## config.mk

```make
export PLATFORM = sky130hd
export DESIGN_NAME = analyzer_capture
export DESIGN_NICKNAME = d
export VERILOG_FILES = /design/src/rtl/analyzer_capture.sv
export SDC_FILE = /design/constraint.sdc
export NUM_CORES = 2
export LEC_CHECK = 0
export CAP_MARGIN = 25
export CORE_MARGIN = 5
export CORE_UTILIZATION = 45
export CTS_CLUSTER_SIZE = 8
export DETAILED_ROUTE_END_ITERATION = 7
export HOLD_SLACK_MARGIN = 0.03
export PLACE_DENSITY_LB_ADDON = 0.1
export SLEW_MARGIN = 10
export SYNTH_ARGS = -nofsm -noshare
export SYNTH_HDL_FRONTEND = slang
export SYNTH_SLANG_ARGS = --single-unit
```

## constraint.sdc

```tcl
create_clock -name clk -period 4 [get_ports clk]
set_input_delay 0.4 -clock clk [delete_from_list [all_inputs] [get_ports clk]]
set_output_delay 0.4 -clock clk [all_outputs]
set_load 0.03 [all_outputs]
```

## src/rtl/analyzer_capture.sv

```systemverilog
// Trigger-and-capture stage: records the sample stream into a circular RAM while
// armed, stops a programmable number of samples after a masked pattern match.
module analyzer_capture #(
  parameter int DATA_WIDTH = 8,
  parameter int ADDR_WIDTH = 8
) (
  input  logic                  clk,
  input  logic                  reset,
  input  logic [DATA_WIDTH-1:0] sample_in,
  input  logic                  sample_valid,
  input  logic                  arm,
  input  logic [DATA_WIDTH-1:0] trig_value,
  input  logic [DATA_WIDTH-1:0] trig_mask,
  input  logic [ADDR_WIDTH-1:0] post_count,
  input  logic [ADDR_WIDTH-1:0] rd_addr,
  output logic [DATA_WIDTH-1:0] rd_data,
  output logic                  armed,
  output logic                  done,
  output logic [ADDR_WIDTH-1:0] trig_pos,
  output logic [ADDR_WIDTH:0]   sample_count
);
  localparam int DEPTH = 1 << ADDR_WIDTH;

  typedef enum logic [1:0] {IDLE, ARMED, POST, DONE} state_t;

  typedef struct packed {
    logic [DATA_WIDTH-1:0] value;
    logic [DATA_WIDTH-1:0] mask;
    logic [ADDR_WIDTH-1:0] post;
  } trig_cfg_t;

  logic [DATA_WIDTH-1:0] mem [DEPTH];

  state_t                state;
  trig_cfg_t             cfg;
  logic [ADDR_WIDTH-1:0] wr_ptr, post_left, t_addr, start;
  logic                  wrap;

  logic                  capturing, we, hit, finish, wrap_nxt;
  logic [ADDR_WIDTH-1:0] wr_nxt, t_fin, start_fin, rd_idx;
  logic [ADDR_WIDTH:0]   count_fin;

  always_comb begin
    capturing = (state == ARMED) || (state == POST);
    // arm wins over a coincident sample, and reset suppresses the RAM write
    we        = capturing && sample_valid && !arm && !reset;
    hit       = ((sample_in ^ cfg.value) & cfg.mask) == '0;
    wr_nxt    = wr_ptr + 1'b1;
    wrap_nxt  = wrap || (&wr_ptr);
    finish    = we && (((state == ARMED) && hit && (cfg.post == '0)) ||
                       ((state == POST) && (post_left == ADDR_WIDTH'(1))));
    t_fin     = (state == ARMED) ? wr_ptr : t_addr;
    start_fin = wrap_nxt ? wr_nxt : '0;
    count_fin = wrap_nxt ? (ADDR_WIDTH+1)'(DEPTH) : {1'b0, wr_nxt};
    rd_idx    = start + rd_addr;
  end

  always_ff @(posedge clk) begin
    if (we) mem[wr_ptr] <= sample_in;
  end

  always_ff @(posedge clk) begin
    if (reset) begin
      state        <= IDLE;
      cfg          <= '0;
      wr_ptr       <= '0;
      wrap         <= 1'b0;
      post_left    <= '0;
      t_addr       <= '0;
      start        <= '0;
      armed        <= 1'b0;
      done         <= 1'b0;
      trig_pos     <= '0;
      sample_count <= '0;
      rd_data      <= '0;
    end else begin
      rd_data <= mem[rd_idx];
      if (arm) begin
        state  <= ARMED;
        armed  <= 1'b1;
        done   <= 1'b0;
        wr_ptr <= '0;
        wrap   <= 1'b0;
        cfg    <= '{value: trig_value, mask: trig_mask, post: post_count};
      end else if (we) begin
        wr_ptr <= wr_nxt;
        wrap   <= wrap_nxt;
        if (finish) begin
          // window is registered from the post-write pointer so it is valid with done
          state        <= DONE;
          armed        <= 1'b0;
          done         <= 1'b1;
          start        <= start_fin;
          sample_count <= count_fin;
          trig_pos     <= t_fin - start_fin;
        end else if ((state == ARMED) && hit) begin
          state     <= POST;
          post_left <= cfg.post;
          t_addr    <= wr_ptr;
        end else if (state == POST) begin
          post_left <= post_left - 1'b1;
        end
      end
    end
  end
endmodule

```

==> impl_metrics.prom <==
# TYPE chip_impl_metric gauge
chip_impl_info{name="status",value="finished, final reports clean"} 1
chip_impl_metric{name="critical_path_arrival",unit="ns"} 4.65
chip_impl_metric{name="fin_skew",unit="ns"} 0.04196
chip_impl_metric{name="clk_pin_slew_worst_paths",unit="ns"} 0.05
chip_impl_metric{name="drc_errors",unit=""} 0
chip_impl_metric{name="finish.instance_area",unit="sq mm"} 0.09989
chip_impl_metric{name="final.hold.worst_slack",unit="ns"} 0.09251
chip_impl_metric{name="area_of_the_die",unit="sq mm"} 0.1954
chip_impl_info{name="timing.critical_path.to_type",value="register"} 1
chip_impl_metric{name="yosys.cell_types.count",unit=""} 60
chip_impl_metric{name="fp.dieW",unit="microns"} 442.1
chip_impl_metric{name="fmax_achieved",unit="MHz"} 258.1
chip_impl_metric{name="postLayoutSetupSlackWorst",unit="ns"} 0.1253
chip_impl_metric{name="viasPerCell",unit=""} 5.786
chip_impl_metric{name="grt_pass1_wl",unit="microns"} 318500
chip_impl_metric{name="timing_worst_slew_pin_value",unit="ns"} 1.105
chip_impl_info{name="yosys.cell_count.top_type",value="edfxtp_1"} 1
chip_impl_metric{name="htree_levels",unit=""} 5
chip_impl_metric{name="drt.antenna.violating_nets",unit=""} 0
chip_impl_metric{name="vdd.ir_drop.worst",unit="uV"} 461.5
chip_impl_info{name="synth_top_cells_by_count",value="edfxtp_1, mux4_2, nand2_1, nor2_1, clkbuf_1"} 1
chip_impl_metric{name="antenna_found_initial",unit=""} 5
chip_impl_metric{name="grt_usage",unit="%"} 22.39
chip_impl_metric{name="post-route-min-period",unit="ns"} 3.875
chip_impl_metric{name="dr.first_iter.drc_count",unit=""} 4049
chip_impl_metric{name="finalMaxSlewViolations",unit=""} 0
chip_impl_metric{name="worst_skew_pair.late_latency",unit="ns"} 0.90
chip_impl_metric{name="dr_total_vias",unit=""} 43130
chip_impl_info{name="tritoncts",value="yes"} 1
chip_impl_metric{name="place_congestion",unit=""} 0.8216
chip_impl_metric{name="synth.ff_latch_count",unit=""} 2134
chip_impl_info{name="cpMostUsedCell",value="buf_12"} 1
chip_impl_info{name="netlist_top_cells_area",value="edfxtp_1, mux4_2, dfxtp_1"} 1
chip_impl_metric{name="power.density",unit="mW/mm^2"} 503.2
chip_impl_metric{name="synth.avg_cell_area",unit="sq um"} 19.74
chip_impl_info{name="synthDominantAreaCellType",value="edfxtp_1"} 1
chip_impl_metric{name="lkg_pwr",unit="nW"} 32.67
chip_impl_metric{name="placedInstanceArea",unit="sq mm"} 0.09136
chip_impl_metric{name="grt_overflow_total",unit=""} 0
chip_impl_info{name="worst_path_max_delay_cell",value="fa_4"} 1
chip_impl_info{name="cpLargestDelayFamily",value="multiplexers"} 1
chip_impl_metric{name="critPathBufInv",unit=""} 4
chip_impl_info{name="clock_tree.root_cell",value="clkbuf_16"} 1
chip_impl_metric{name="synth-async-reset-ratio",unit="%"} 0
chip_impl_metric{name="design.portCount",unit=""} 71
chip_impl_metric{name="fp.dieH",unit="microns"} 442.1
chip_impl_metric{name="fin_crit_sh",unit="%"} 96.87
chip_impl_metric{name="synth.cell_area",unit="sq mm"} 0.08401
chip_impl_metric{name="hold_viol",unit=""} 0
chip_impl_metric{name="layoutNonFillerInstCount",unit=""} 7454
chip_impl_metric{name="row_count",unit=""} 158
chip_impl_metric{name="worst-path-max-fanout",unit=""} 31
chip_impl_metric{name="synthesis.yosys.warnings",unit=""} 0
chip_impl_metric{name="max_cap_violations",unit=""} 0
chip_impl_metric{name="detail_route.first_pass.iterations",unit=""} 5
chip_impl_info{name="critical_path.startpoint_type",value="register"} 1
chip_impl_metric{name="pin_count_of_the_biggest_net_entering_global_routing",unit=""} 173
chip_impl_metric{name="critPathMaxStageDelay",unit="ns"} 0.85
chip_impl_metric{name="via_count_of_the_first_global_routing_pass",unit=""} 44390
chip_impl_metric{name="clockBufferDepth",unit=""} 4
chip_impl_metric{name="dp.final_hpwl",unit="microns"} 137000
chip_impl_metric{name="synth_top_area_share",unit="%"} 73.20
chip_impl_info{name="hold_path_class",value="input pin to register"} 1
chip_impl_metric{name="syn-num-nets",unit=""} 4325
chip_impl_info{name="grt_setup_unrepaired",value="no"} 1
chip_impl_metric{name="detail_route.wl_per_cell",unit="microns"} 29.50
chip_impl_metric{name="post-place-ws",unit="ns"} -0.5616
chip_impl_info{name="timing_worst_setup_path_type",value="register to register"} 1
chip_impl_metric{name="routed_wl",unit="microns"} 219900
chip_impl_metric{name="clock_sink_count",unit=""} 2134
chip_impl_metric{name="dpl.cell_count",unit=""} 7063
chip_impl_metric{name="final_net_count",unit=""} 4979
chip_impl_metric{name="io_buffers",unit=""} 70
chip_impl_metric{name="cp_data_required_time",unit="ns"} 4.77
chip_impl_metric{name="finalSetupViolations",unit=""} 0
chip_impl_info{name="postSynth.topFlopCell",value="edfxtp_1"} 1
chip_impl_metric{name="floorplan.initialDensity",unit="%"} 45.26
chip_impl_metric{name="synth_enable_flop_cells",unit=""} 2048
chip_impl_metric{name="setup_total_negative_slack",unit="ns"} 0
chip_impl_metric{name="synth_seq_area_share",unit="%"} 75.25
chip_impl_metric{name="drive_gt1_share",unit="%"} 29.42
chip_impl_metric{name="max_slew_margin_vs_limit",unit="%"} 26.31
chip_impl_metric{name="core",unit="sq mm"} 0.1856
chip_impl_metric{name="area_delta_synth_final",unit="%"} 18.90
chip_impl_metric{name="synthesized_instance_count",unit=""} 4256
chip_impl_metric{name="cts_inserted_buffers",unit=""} 317
chip_impl_info{name="worstPathCellList",value="inv_1 > fa_4 > buf_12 > buf_12 > buf_12 > mux4_2 > mux4_2 > mux2i_1 > a211o_1 > nand4_1"} 1
==> repair_timing <==
| item | CTS | global route |
|---|---|---|
| setup endpoints to repair | 2 | 4 |
| hold buffers | 6 | 0 |
| setup buffers | 0 | 0 |
| hold endpoints to repair | 80 | 0 |
| pin swaps | 0 | 0 |
| gates resized for setup | 2 | 4 |
==> final timing paths <==
kind                                 startpoint               to  slack, ns  depth (start not counted)
worst max-delay path                   start[1]       rd_data[2]       0.13                         10
worst min-delay path               sample_in[7]      mem[210][7]       0.09                          2
worst max register to register         start[1]       rd_data[2]       0.13                         10
worst min register to register  sample_count[4]  sample_count[4]       0.45                          2
==> layout by cell type, fill, tap and decap left out, drive strengths merged, types with 20 or more instances in the layout <==
cell / Yosys / layout
o211ai: 38 / 38
nor2: 317 / 317
nand2: 429 / 429
nand3: 48 / 48
clkdlybuf4s50: 0 / 61
buf: 131 / 517
mux2i: 59 / 59
o21ai: 53 / 53
clkbuf: 118 / 372
mux4: 566 / 566
dfxtp: 86 / 86
ha: 23 / 23
a22oi: 20 / 20
edfxtp: 2048 / 2048
inv: 17 / 20
a21oi: 102 / 102
==> worst register-to-register path, cell delays in order (launching register included) <==
cell     delay (ns)
dfxtp_1        0.42
inv_1          0.10
fa_4           0.85
buf_12         0.22
buf_12         0.29
buf_12         0.28
mux4_2         0.37
mux4_2         0.55
mux2i_1        0.41
a211o_1        0.20
nand4_1        0.07
==> layout make-up <==
type | instances | area [sq um]
antenna | 4 | 10.01
clock buffer | 372 | 8341
clock inverter | 7 | 55.05
fill | 14300 | 85740
inverter | 18 | 67.56
multi-input combinational | 1855 | 19660
sequential | 2134 | 63220
tap | 2480 | 3103
timing repair buffer | 584 | 5438
==> cells by family (layout without fill, tap and decap cells) <==
kind of cell	count (synthesis)	count (layout)	share of synthesized area (%)
AO/OA/AOI/OAI	266	266	2.008
multiplexers	637	637	16.09
adder cells (fa/ha/maj)	25	25	0.3902
AND/OR/NAND/NOR	894	894	4.377
XOR/XNOR	33	33	0.3664
other	0	4	0
flip-flops	2134	2134	75.25
buffers and inverters	267	981	1.515
==> per-stage QoR <==
stage,utilization (%),total power [W]
final,53.81,0.05027
after global routing,53.81,0.05186
after CTS,53.78,0.05082
after detailed placement,49.22,0.02752
after global placement,49.22,0.02750
after floorplan,-,0.02623
==> power by group <==
group	switching, W	leakage, nW	total [W]	internal, W
combinational	0.00146	9.46	0.00246	0.00101
sequential	0.0000415	19.1	0.0246	0.0246
clock	0.00884	4.11	0.0232	0.0144
==> flip-flops by register name, indices dropped and copies added (netlist names) <==
register	cells
mem	2048
cfg	24
sample_count	9
post_left	8
rd_data	8
start	8
t_addr	8
trig_pos	8
wr_ptr	8
state	2
armed	1
done	1
wrap	1
==> metal layers <==
layer  GRT usage (%)  part of all wire [%]
met5               0                     0
met4           6.170                   2.8
met3           3.906                   5.7
met2           36.87                    49
met1           31.14                    42
No activity file was read; power rests on OpenSTA's default activity.
